===== src/rtl/quadgen_pkg.sv =====
// Shared types for Quadgen and its upstream command sequencer.
//   QG_W       : Quadgen operand/result width
//   qg_func_t  : Quadgen operation select
//   qg_cmd_t   : one queued Quadgen operation {func, a, b}
//   seq_state_t: command sequencer FSM states
package quadgen_pkg;

    localparam int unsigned QG_W = 4;

    typedef logic [1:0] qg_func_t;

    typedef struct packed {
        qg_func_t          func;
        logic [QG_W-1:0]   a;
        logic [QG_W-1:0]   b;
    } qg_cmd_t;

    typedef enum logic [1:0] {
        IDLE = 2'd0,
        WAIT = 2'd1,
        HOLD = 2'd2
    } seq_state_t;

endpackage


===== src/rtl/quadgen_cmd_fifo.sv =====
// Synchronous command FIFO for the Quadgen sequencer.
//   clk, rst      : clock, async active-high reset (flushes pointers/count)
//   push, wdata   : write request and entry (ignored when full)
//   pop, rdata    : read request (ignored when empty); rdata shows the head
//   count         : occupancy, 0..DEPTH
//   full, empty   : occupancy flags decoded from count
module quadgen_cmd_fifo
    import quadgen_pkg::*;
#(
    parameter int unsigned DEPTH = 4
) (
    input  logic                   clk,
    input  logic                   rst,
    input  logic                   push,
    input  qg_cmd_t                wdata,
    input  logic                   pop,
    output qg_cmd_t                rdata,
    output logic [$clog2(DEPTH):0] count,
    output logic                   full,
    output logic                   empty
);

    localparam int unsigned AW = (DEPTH > 1) ? $clog2(DEPTH) : 1;
    localparam int unsigned CW = $clog2(DEPTH) + 1;

    qg_cmd_t         mem [DEPTH];
    logic [AW-1:0]   wr_ptr;
    logic [AW-1:0]   rd_ptr;
    logic            do_push;
    logic            do_pop;

    assign full    = (count == CW'(DEPTH));
    assign empty   = (count == '0);
    assign do_push = push & ~full;
    assign do_pop  = pop & ~empty;
    assign rdata   = mem[rd_ptr];

    // Storage needs no reset; only pointers/count define validity.
    always_ff @(posedge clk) begin
        if (do_push) begin
            mem[wr_ptr] <= wdata;
        end
    end

    // Pointers wrap naturally because DEPTH is a power of two.
    always_ff @(posedge clk or posedge rst) begin
        if (rst) begin
            wr_ptr <= '0;
            rd_ptr <= '0;
            count  <= '0;
        end else begin
            if (do_push) wr_ptr <= wr_ptr + AW'(1);
            if (do_pop)  rd_ptr <= rd_ptr + AW'(1);
            case ({do_push, do_pop})
                2'b10:   count <= count + CW'(1);
                2'b01:   count <= count - CW'(1);
                default: count <= count;
            endcase
        end
    end

endmodule


===== src/rtl/quadgen_cmd_seq.sv =====
// Upstream command sequencer for Quadgen: queues (func, a, b) commands,
// issues them one at a time, waits LAT edges for the registered result and
// presents {result, func} on a valid/ready output in acceptance order.
//   clk, rst                    : clock, async active-high reset
//   in_valid/in_ready           : command handshake (in_ready = count < DEPTH)
//   in_func, in_a, in_b         : command payload
//   qg_func, qg_a, qg_b         : registered drive to Quadgen, change only on pop
//   qg_result                   : Quadgen registered result
//   out_valid/out_ready         : result handshake
//   out_result, out_func        : captured result and originating func
//   count                       : FIFO occupancy
//   busy                        : FSM not in IDLE
module quadgen_cmd_seq
    import quadgen_pkg::*;
#(
    parameter int unsigned W     = QG_W,
    parameter int unsigned DEPTH = 4,
    parameter int unsigned LAT   = 1
) (
    input  logic                   clk,
    input  logic                   rst,
    input  logic                   in_valid,
    output logic                   in_ready,
    input  logic [1:0]             in_func,
    input  logic [W-1:0]           in_a,
    input  logic [W-1:0]           in_b,
    output logic [1:0]             qg_func,
    output logic [W-1:0]           qg_a,
    output logic [W-1:0]           qg_b,
    input  logic [W-1:0]           qg_result,
    output logic                   out_valid,
    input  logic                   out_ready,
    output logic [W-1:0]           out_result,
    output logic [1:0]             out_func,
    output logic [$clog2(DEPTH):0] count,
    output logic                   busy
);

    localparam int unsigned CW = (LAT > 1) ? $clog2(LAT + 1) : 1;

    seq_state_t    state;
    seq_state_t    state_d;
    logic [CW-1:0] wait_cnt;
    qg_cmd_t       wr_cmd;
    qg_cmd_t       head;
    logic          fifo_full;
    logic          fifo_empty;
    logic          issue_c;
    logic          dec_c;
    logic          capture_c;
    logic          release_c;

    assign in_ready = ~fifo_full;
    assign wr_cmd   = '{func: qg_func_t'(in_func), a: QG_W'(in_a), b: QG_W'(in_b)};

    quadgen_cmd_fifo #(.DEPTH(DEPTH)) u_fifo (
        .clk   (clk),
        .rst   (rst),
        .push  (in_valid & in_ready),
        .wdata (wr_cmd),
        .pop   (issue_c),
        .rdata (head),
        .count (count),
        .full  (fifo_full),
        .empty (fifo_empty)
    );

    // State register.
    always_ff @(posedge clk or posedge rst) begin
        if (rst) state <= IDLE;
        else     state <= state_d;
    end

    // Next-state logic.
    always_comb begin
        state_d = state;
        unique case (state)
            IDLE:    if (!fifo_empty)     state_d = WAIT;
            WAIT:    if (wait_cnt == '0)  state_d = HOLD;
            HOLD:    if (out_ready)       state_d = fifo_empty ? IDLE : WAIT;
            default:                      state_d = IDLE;
        endcase
    end

    // Per-state control strobes.
    always_comb begin
        issue_c   = 1'b0;
        dec_c     = 1'b0;
        capture_c = 1'b0;
        release_c = 1'b0;
        unique case (state)
            IDLE: issue_c = ~fifo_empty;
            WAIT: begin
                capture_c = (wait_cnt == '0);
                dec_c     = (wait_cnt != '0);
            end
            HOLD: begin
                release_c = out_ready;
                issue_c   = out_ready & ~fifo_empty;  // back-to-back pop on handshake
            end
            default: ;
        endcase
    end

    // Issue, wait-count and result capture registers.
    always_ff @(posedge clk or posedge rst) begin
        if (rst) begin
            qg_func    <= '0;
            qg_a       <= '0;
            qg_b       <= '0;
            wait_cnt   <= '0;
            out_valid  <= 1'b0;
            out_result <= '0;
            out_func   <= '0;
            busy       <= 1'b0;
        end else begin
            if (issue_c) begin
                qg_func  <= head.func;
                qg_a     <= W'(head.a);
                qg_b     <= W'(head.b);
                wait_cnt <= CW'(LAT);
            end else if (dec_c) begin
                wait_cnt <= wait_cnt - CW'(1);
            end
            if (capture_c) begin
                out_result <= qg_result;
                out_func   <= qg_func;
                out_valid  <= 1'b1;
            end else if (release_c) begin
                out_valid  <= 1'b0;
            end
            busy <= (state_d != IDLE);
        end
    end

endmodule

===== config.mk =====
export PLATFORM = sky130hd
export DESIGN_NAME = quadgen_cmd_seq
export DESIGN_NICKNAME = d
export VERILOG_FILES = /design/src/rtl/quadgen_pkg.sv /design/src/rtl/quadgen_cmd_fifo.sv /design/src/rtl/quadgen_cmd_seq.sv
export SDC_FILE = /design/constraint.sdc
export NUM_CORES = 1
export LEC_CHECK = 0
export BUFFER_PORTS_ARGS = -buffer_cell sky130_fd_sc_hd__clkbuf_2
export CORE_UTILIZATION = 38
export DETAILED_ROUTE_END_ITERATION = 8
export SYNTH_ARGS = -nofsm -noshare
export SYNTH_HDL_FRONTEND = slang
export SYNTH_HIERARCHICAL = 1
export SYNTH_SLANG_ARGS = --single-unit

===== constraint.sdc =====
create_clock -name clk -period 4.51 [get_ports clk]
set_input_delay 0.2255 -clock clk [delete_from_list [all_inputs] [get_ports clk]]
set_output_delay 0.2255 -clock clk [all_outputs]
set_load 0.02 [all_outputs]

### Yosys cells after proc, flatten, opt, wreduce, memory -nomap -nowiden

Memories as Yosys holds them, arrays and structs flattened. A register that Yosys moved wholly into a read port is not among the register bits.
Index checks and enable logic that the tools add are counted.

* word-level logic and storage cells: 49
* output and inout bits: 22
* memories: 1
* bits in writable memories: 40
* register bits after elaboration: 18

* eq/ne operators: 5
* reductions and logical operators: 6
* add/sub/neg operators: 5
* mux-type cells: 16
* bitwise logic cells: 7

Memory list
* u_fifo.mem: depth 4, width 10, rd ports 1, clocked after memory_dff 1, wr ports 1, RTL line quadgen_cmd_fifo.sv:26 `qg_cmd_t mem [DEPTH];`

Operators by type and width (number)
* 2-to-1 mux 1 bit: 10
* nonzero test 2 bit: 4
* 2-to-1 mux 2 bit: 3
* case mux 2 bit (3 select lines): 1
* case mux 3 bit (2 select lines): 1
* adder 2 x 1 -> 2 bit, second input constant: 2
* AND 1 bit: 4
* == test 2 x 1 -> 1 bit, second input constant: 2
* == test 2 bit, second input constant: 2
* adder 3 x 1 -> 3 bit, second input constant: 1
* == test 3 bit, second input constant: 1
* logical NOT 3 bit: 1
* NOT 1 bit: 3
* subtractor 3 x 1 -> 3 bit, second input constant: 1
* logical NOT 2 bit: 1
* case mux 1 bit (2 select lines): 1
* subtractor 1 bit, second input constant: 1

### Logic depth before layout (Yosys ltp)

* depth after elaboration: 7
* mapped depth: 12
* depth with buffers taken out: 11

### Hierarchy

Netlist, hierarchy kept.

By module, submodules not included
* quadgen_cmd_fifo: area an instance 1889.3 µm², instances 1, cells an instance 90, sequential area each 1376.3 µm²
* quadgen_cmd_seq: area an instance 864.6 µm², instances 1, cells an instance 62, sequential area each 525.5 µm²

### Worst setup path before layout

No wires, ideal clock.

* path type: register to register
* from: reg u_fifo.count[0]
* to: reg u_fifo.count[2]
* stages on the path, launching flop included: 13
* arrival: 2.205 ns
* path slack: 2.225 ns
* clock period less this slack: 2.285 ns
* data required time: 4.430 ns
* library setup time: 0.080 ns
* cell sequence: dfrtp_1 > nor3_1 > nor2_4 > nand2_1 > buf_6 > inv_1 > o31a_2 > ha_1 > inv_1 > fa_1 > xor2_1 > nor2_1 > xor2_1

* cells in the longest elaborated chain, start to end: 7
* elaborated cells on any way between the ends: 15

Ends and longest elaborated chain
* start, declared: RTL line quadgen_cmd_fifo.sv:18 `output logic [$clog2(DEPTH):0] count,`
* start signal, assigned: RTL line quadgen_cmd_fifo.sv:55 `2'b10: count <= count + CW'(1);`
* start signal, assigned: RTL line quadgen_cmd_fifo.sv:56 `2'b01: count <= count - CW'(1);`
* start signal, assigned: RTL line quadgen_cmd_fifo.sv:57 `default: count <= count;`
* logical NOT 3 bit (*): RTL line quadgen_cmd_fifo.sv:33 `assign empty = (count == '0);`
* net fifo_empty: RTL line quadgen_cmd_seq.sv:47 `logic fifo_empty;`
* NOT 1 bit (*): RTL line quadgen_cmd_seq.sv:92, quadgen_cmd_seq.sv:99
* AND 1 bit: RTL line quadgen_cmd_seq.sv:99 `issue_c = out_ready & ~fifo_empty;`
* case mux 1 bit (2 select lines) (*): RTL line quadgen_cmd_seq.sv:91 `unique case (state)`
* net issue_c: RTL line quadgen_cmd_seq.sv:48 `logic issue_c;`
* AND 1 bit (*): RTL line quadgen_cmd_fifo.sv:35 `assign do_pop = pop & ~empty;`
* net u_fifo.do_pop: RTL line quadgen_cmd_fifo.sv:30 `logic do_pop;`
* == test 2 x 1 -> 1 bit / == test 2 bit (equally long branches): RTL line quadgen_cmd_fifo.sv:54 `case ({do_push, do_pop})`
* case mux 3 bit (2 select lines) / nonzero test 2 bit (equally long branches)

The timed path passes the listed nets; every way through them passes the cells marked *.
A chain may end at the register's enable or synchronous reset.

### Worst setup path in the final report

Ends and elaborated chain as after synthesis.

==> results.txt <==
- Summing the areas of all fa, ha and maj instances in the mapped netlist gives 3.00% of the synthesized area.
* Number of hold violations in the final report: 0
- Data on the critical path is required at its endpoint by 4.74 ns.
* Worst reg2reg startpoint: u_fifo/count[0]
* Type of the worst min-delay path: in -> reg
- Ranked by instance count, the synthesized netlist is headed by edfxtp_1, dfrtp_1, mux2_2, inv_1, mux4_2.
- Fraction of layout cells with a size suffix above 1: 44.1%
- The total overflow left after global routing is 0.
- The worst setup path is launched from a register.
- Highest fanout seen on the critical path: 11
- RSZ-0062 raised after global routing: no
- In this run the remaining antenna-violating nets after routing total 0.
* Final wirelength: 4350 um
- Sequential standard cell area: 1900 sq um
- Synth-to-layout area growth: 19.1%
* Slew Viols, Final: 0
- Unique masters post-synth: 28
- From bottom edge to top edge, the die measures 87.1 um.
* Horizontal extent of the die: 87.1 um
* First drt pass iteration count: 4
- # setup viols final: 0
* Post-Synth XOR/XNOR Area: 1.91%
- STA classifies the critical path endpoint as a register.
- Clock latency on the worst-skew pair, taken at its later pin, is 0.34 ns.
- The number of nets handed over by synthesis was 176.
- The clock passes through at most 2 buffers.
- Routability-driven placement finished with a final weighted congestion of 0.690.
- Via count of the first global-routing pass: 1391
- IO Port Bufs: 39
- After floorplanning, the core was sized to cover 6910 sq um.
- The floorplan step defined a die boundary enclosing 7590 sq um.
- For the final routed database, the setup TNS stands at 0 ns.
- Number of buffers created by CTS: 9
- Largest family of logic cells by synthesized area: multiplexers
- Pwr dens: 747 nW/um^2
- In the routed layout, each cell is associated on average with a via count of 4.61.
- HPWL Detailed: 2930 um
- Measured against the total synthesized area, the mux share comes to 15.6%.
* Post-synthesis sequential area ratio: 69.1%
- Worst Path Class, Setup: reg -> reg
- Reg2reg setup slack: 1.99 ns
* Average wire length per cell after detail routing: 14.5 um
- Endpoint arrival time on the critical path: 2.75 ns
* Maximum clock rate: 0.397 GHz
- Max Clock Skew: 0.00713 ns
* Post-layout minimum cycle time: 2.52 ns
- In the synthesized netlist the async set-or-reset flop fraction comes to 41.2%.
- 0 antenna diodes ended up in the layout.
* Most used standard cell by instance count after synthesis: edfxtp_1
* Number of cells on the worst reg-to-reg path: 11
- Synthesis inferred 68 register bits.
- For the pin with the worst max-slew slack, the measured transition is 0.831 ns.
- Residual DRC: 0
- Yosys mapped a number of flops with a built-in enable equal to 40.
- Clock transition at the registers of the reported paths: 0.07 ns
- The tool flagged a number of max-cap violations equal to 0.
- Sorting the synthesized cells by area gives the leading types as edfxtp_1, dfrtp_1, mux4_2.
* Worst setup slack after placement: 1.92 ns
- Area share of the leading cell type in the synthesized netlist: 43.6%
* Cells after Synth: 152
- In the final design database the tool counted 223 nets.
* GRT Util Overall: 13.1%
* Initial antenna violation count: 0
- The first global-routing pass estimated 6940 um of wire.
- The most used flip-flop cell after synthesis is edfxtp_1.
- The synthesized netlist devotes 2.18% of its cell area to compound gates.
* Per-instance average area after synthesis: 18.1 sq um
* Syn. warnings: 6
* CP Capture Point: u_fifo/count[2]
* Most area-hungry cell type in the Yosys netlist: edfxtp_1
- Once the floorplan was initialized, standard cells occupied 39.9% of the core.
* Core Rows: 30
- The worst pin sits at a relative slew slack of 44.5%.
- H-tree depth reported by CTS: 3
- Summed over all cells, the static leakage comes to 1.30 nW.
- Peak supply drop: 0.302 mV
* Count of fill cells added during filler insertion: 618
* Combined area of the multi-input logic cells: 768 sq um
- Period Utilization, post-route: 55.8%
* Iteration-0 DRC Markers: 57
* Total clock sinks: 68
- Area share of and/or/nand/nor cells after synthesis: 5.18%
- Total number of vias: 1383
- Setup WS post-layout: 1.99 ns
- In this run the cell area of the synthesized design comes to 2750 sq um.
- Entering global routing, the biggest net connects 22 pins.
* Ports placed on the boundary: 40
- The cell sitting at the root of the clock tree is a clkbuf_8.
* Crit path launch: u_fifo/count[0]
- Crit Reg-Reg Endpoint: u_fifo/count[2]
- The flow ran to the end, and the final reports show no timing, DRC or antenna violations.
- # Post-CTS Setup Buffers: 0
- TritonCTS built the clock tree.
==> placed cells by master, fill, tap and decap left out, types with 2 or more instances in the layout <==
master / netlist / final
and2_2: 4 / 4
mux2_2: 16 / 16
nor3b_4: 2 / 2
xor2_1: 3 / 3
inv_1: 12 / 12
o21ai_0: 4 / 4
clkinvlp_4: 0 / 3
bufinv_16: 0 / 3
mux4_2: 10 / 10
a21oi_1: 3 / 3
nor2b_1: 2 / 2
clkbuf_2: 0 / 39
edfxtp_1: 40 / 40
ha_1: 5 / 5
xnor2_1: 3 / 3
clkbuf_8: 0 / 9
nand2_1: 4 / 4
dfrtp_1: 28 / 28
==> power by group <==
part	internal, mW	switching, mW
registers	0.876	0.169
logic	0.410	0.400
clock network	0.367	0.227
==> worst min-delay path by stage <==
stage / end / slack, ns / startpoint / cells after the start
finish: u_fifo/mem[2][1] / 0.11 / in_b[1] / 1
global route: u_fifo/mem[3][9] / 0.09 / in_func[1] / 1
CTS: u_fifo/mem[3][9] / 0.08 / in_func[1] / 1
detailed placement: u_fifo/count[0] / 0.16 / rst / 2
global placement: u_fifo/count[0] / 0.16 / rst / 2
floorplan: u_fifo/count[0] / 0.03 / rst / 1
==> cells by family after synthesis <==
group,Yosys count
AND/OR/NAND/NOR,18
multiplexers,28
flip-flops,68
XOR/XNOR,6
adder cells (fa/ha/maj),6
buffers and inverters,16
AO/OA/AOI/OAI,10
==> area by class of cell <==
class | instances | area share, %
flip-flops and latches | 68 | 58.0
multi-input cells | 68 | 23.4
repair buffers | 40 | 6.25
inverters | 12 | 1.37
well taps | 96 | 3.66
clock inverters | 6 | 3.43
clock buffers | 10 | 3.89
==> critical path: stages (launching register included) <==
cell	delay (ns)
dfrtp_1	0.47
nor3_1	0.46
nor2_4	0.05
nand2_1	0.39
inv_1	0.09
o31a_2	0.15
ha_1	0.21
inv_1	0.07
fa_1	0.17
xor2_1	0.15
nor2_1	0.06
xor2_1	0.13
==> flip-flops by register name, indices dropped and copies added (netlist names) <==
signal         flops
u_fifo/mem        40
out_result         4
qg_a               4
qg_b               4
u_fifo/count       3
out_func           2
qg_func            2
state              2
u_fifo/rd_ptr      2
u_fifo/wr_ptr      2
busy               1
out_valid          1
wait_cnt           1
==> routing by layer <==
metal,global-route usage (%),vias to the layer above,part of all wire (%)
li1,-,648,-
met1,14.7,694,42
met2,21.5,32,51
met3,5.50,9,4.8
met4,6.41,0,1.8
met5,0,-,0
==> through the flow <==
step                std cells  hold WS (ns)  total power [mW]  area (sq um)  util [%]
floorplan                 152        0.0289              1.69          2750         -
global route              300        0.0910              2.61          3280      47.5
finish                    300         0.105              2.45          3280      47.5
CTS                       300        0.0844              2.49          3280      47.5
detailed placement        283         0.159              1.89          3030      43.9
global placement          283         0.156              1.87          3030      43.9
==> what timing repair did <==
item                                   CTS  global route
resized for setup                        0             0
endpoints found under the hold margin    7             0
hold buffers                             1             0
Power figures use the tool's default switching activity.
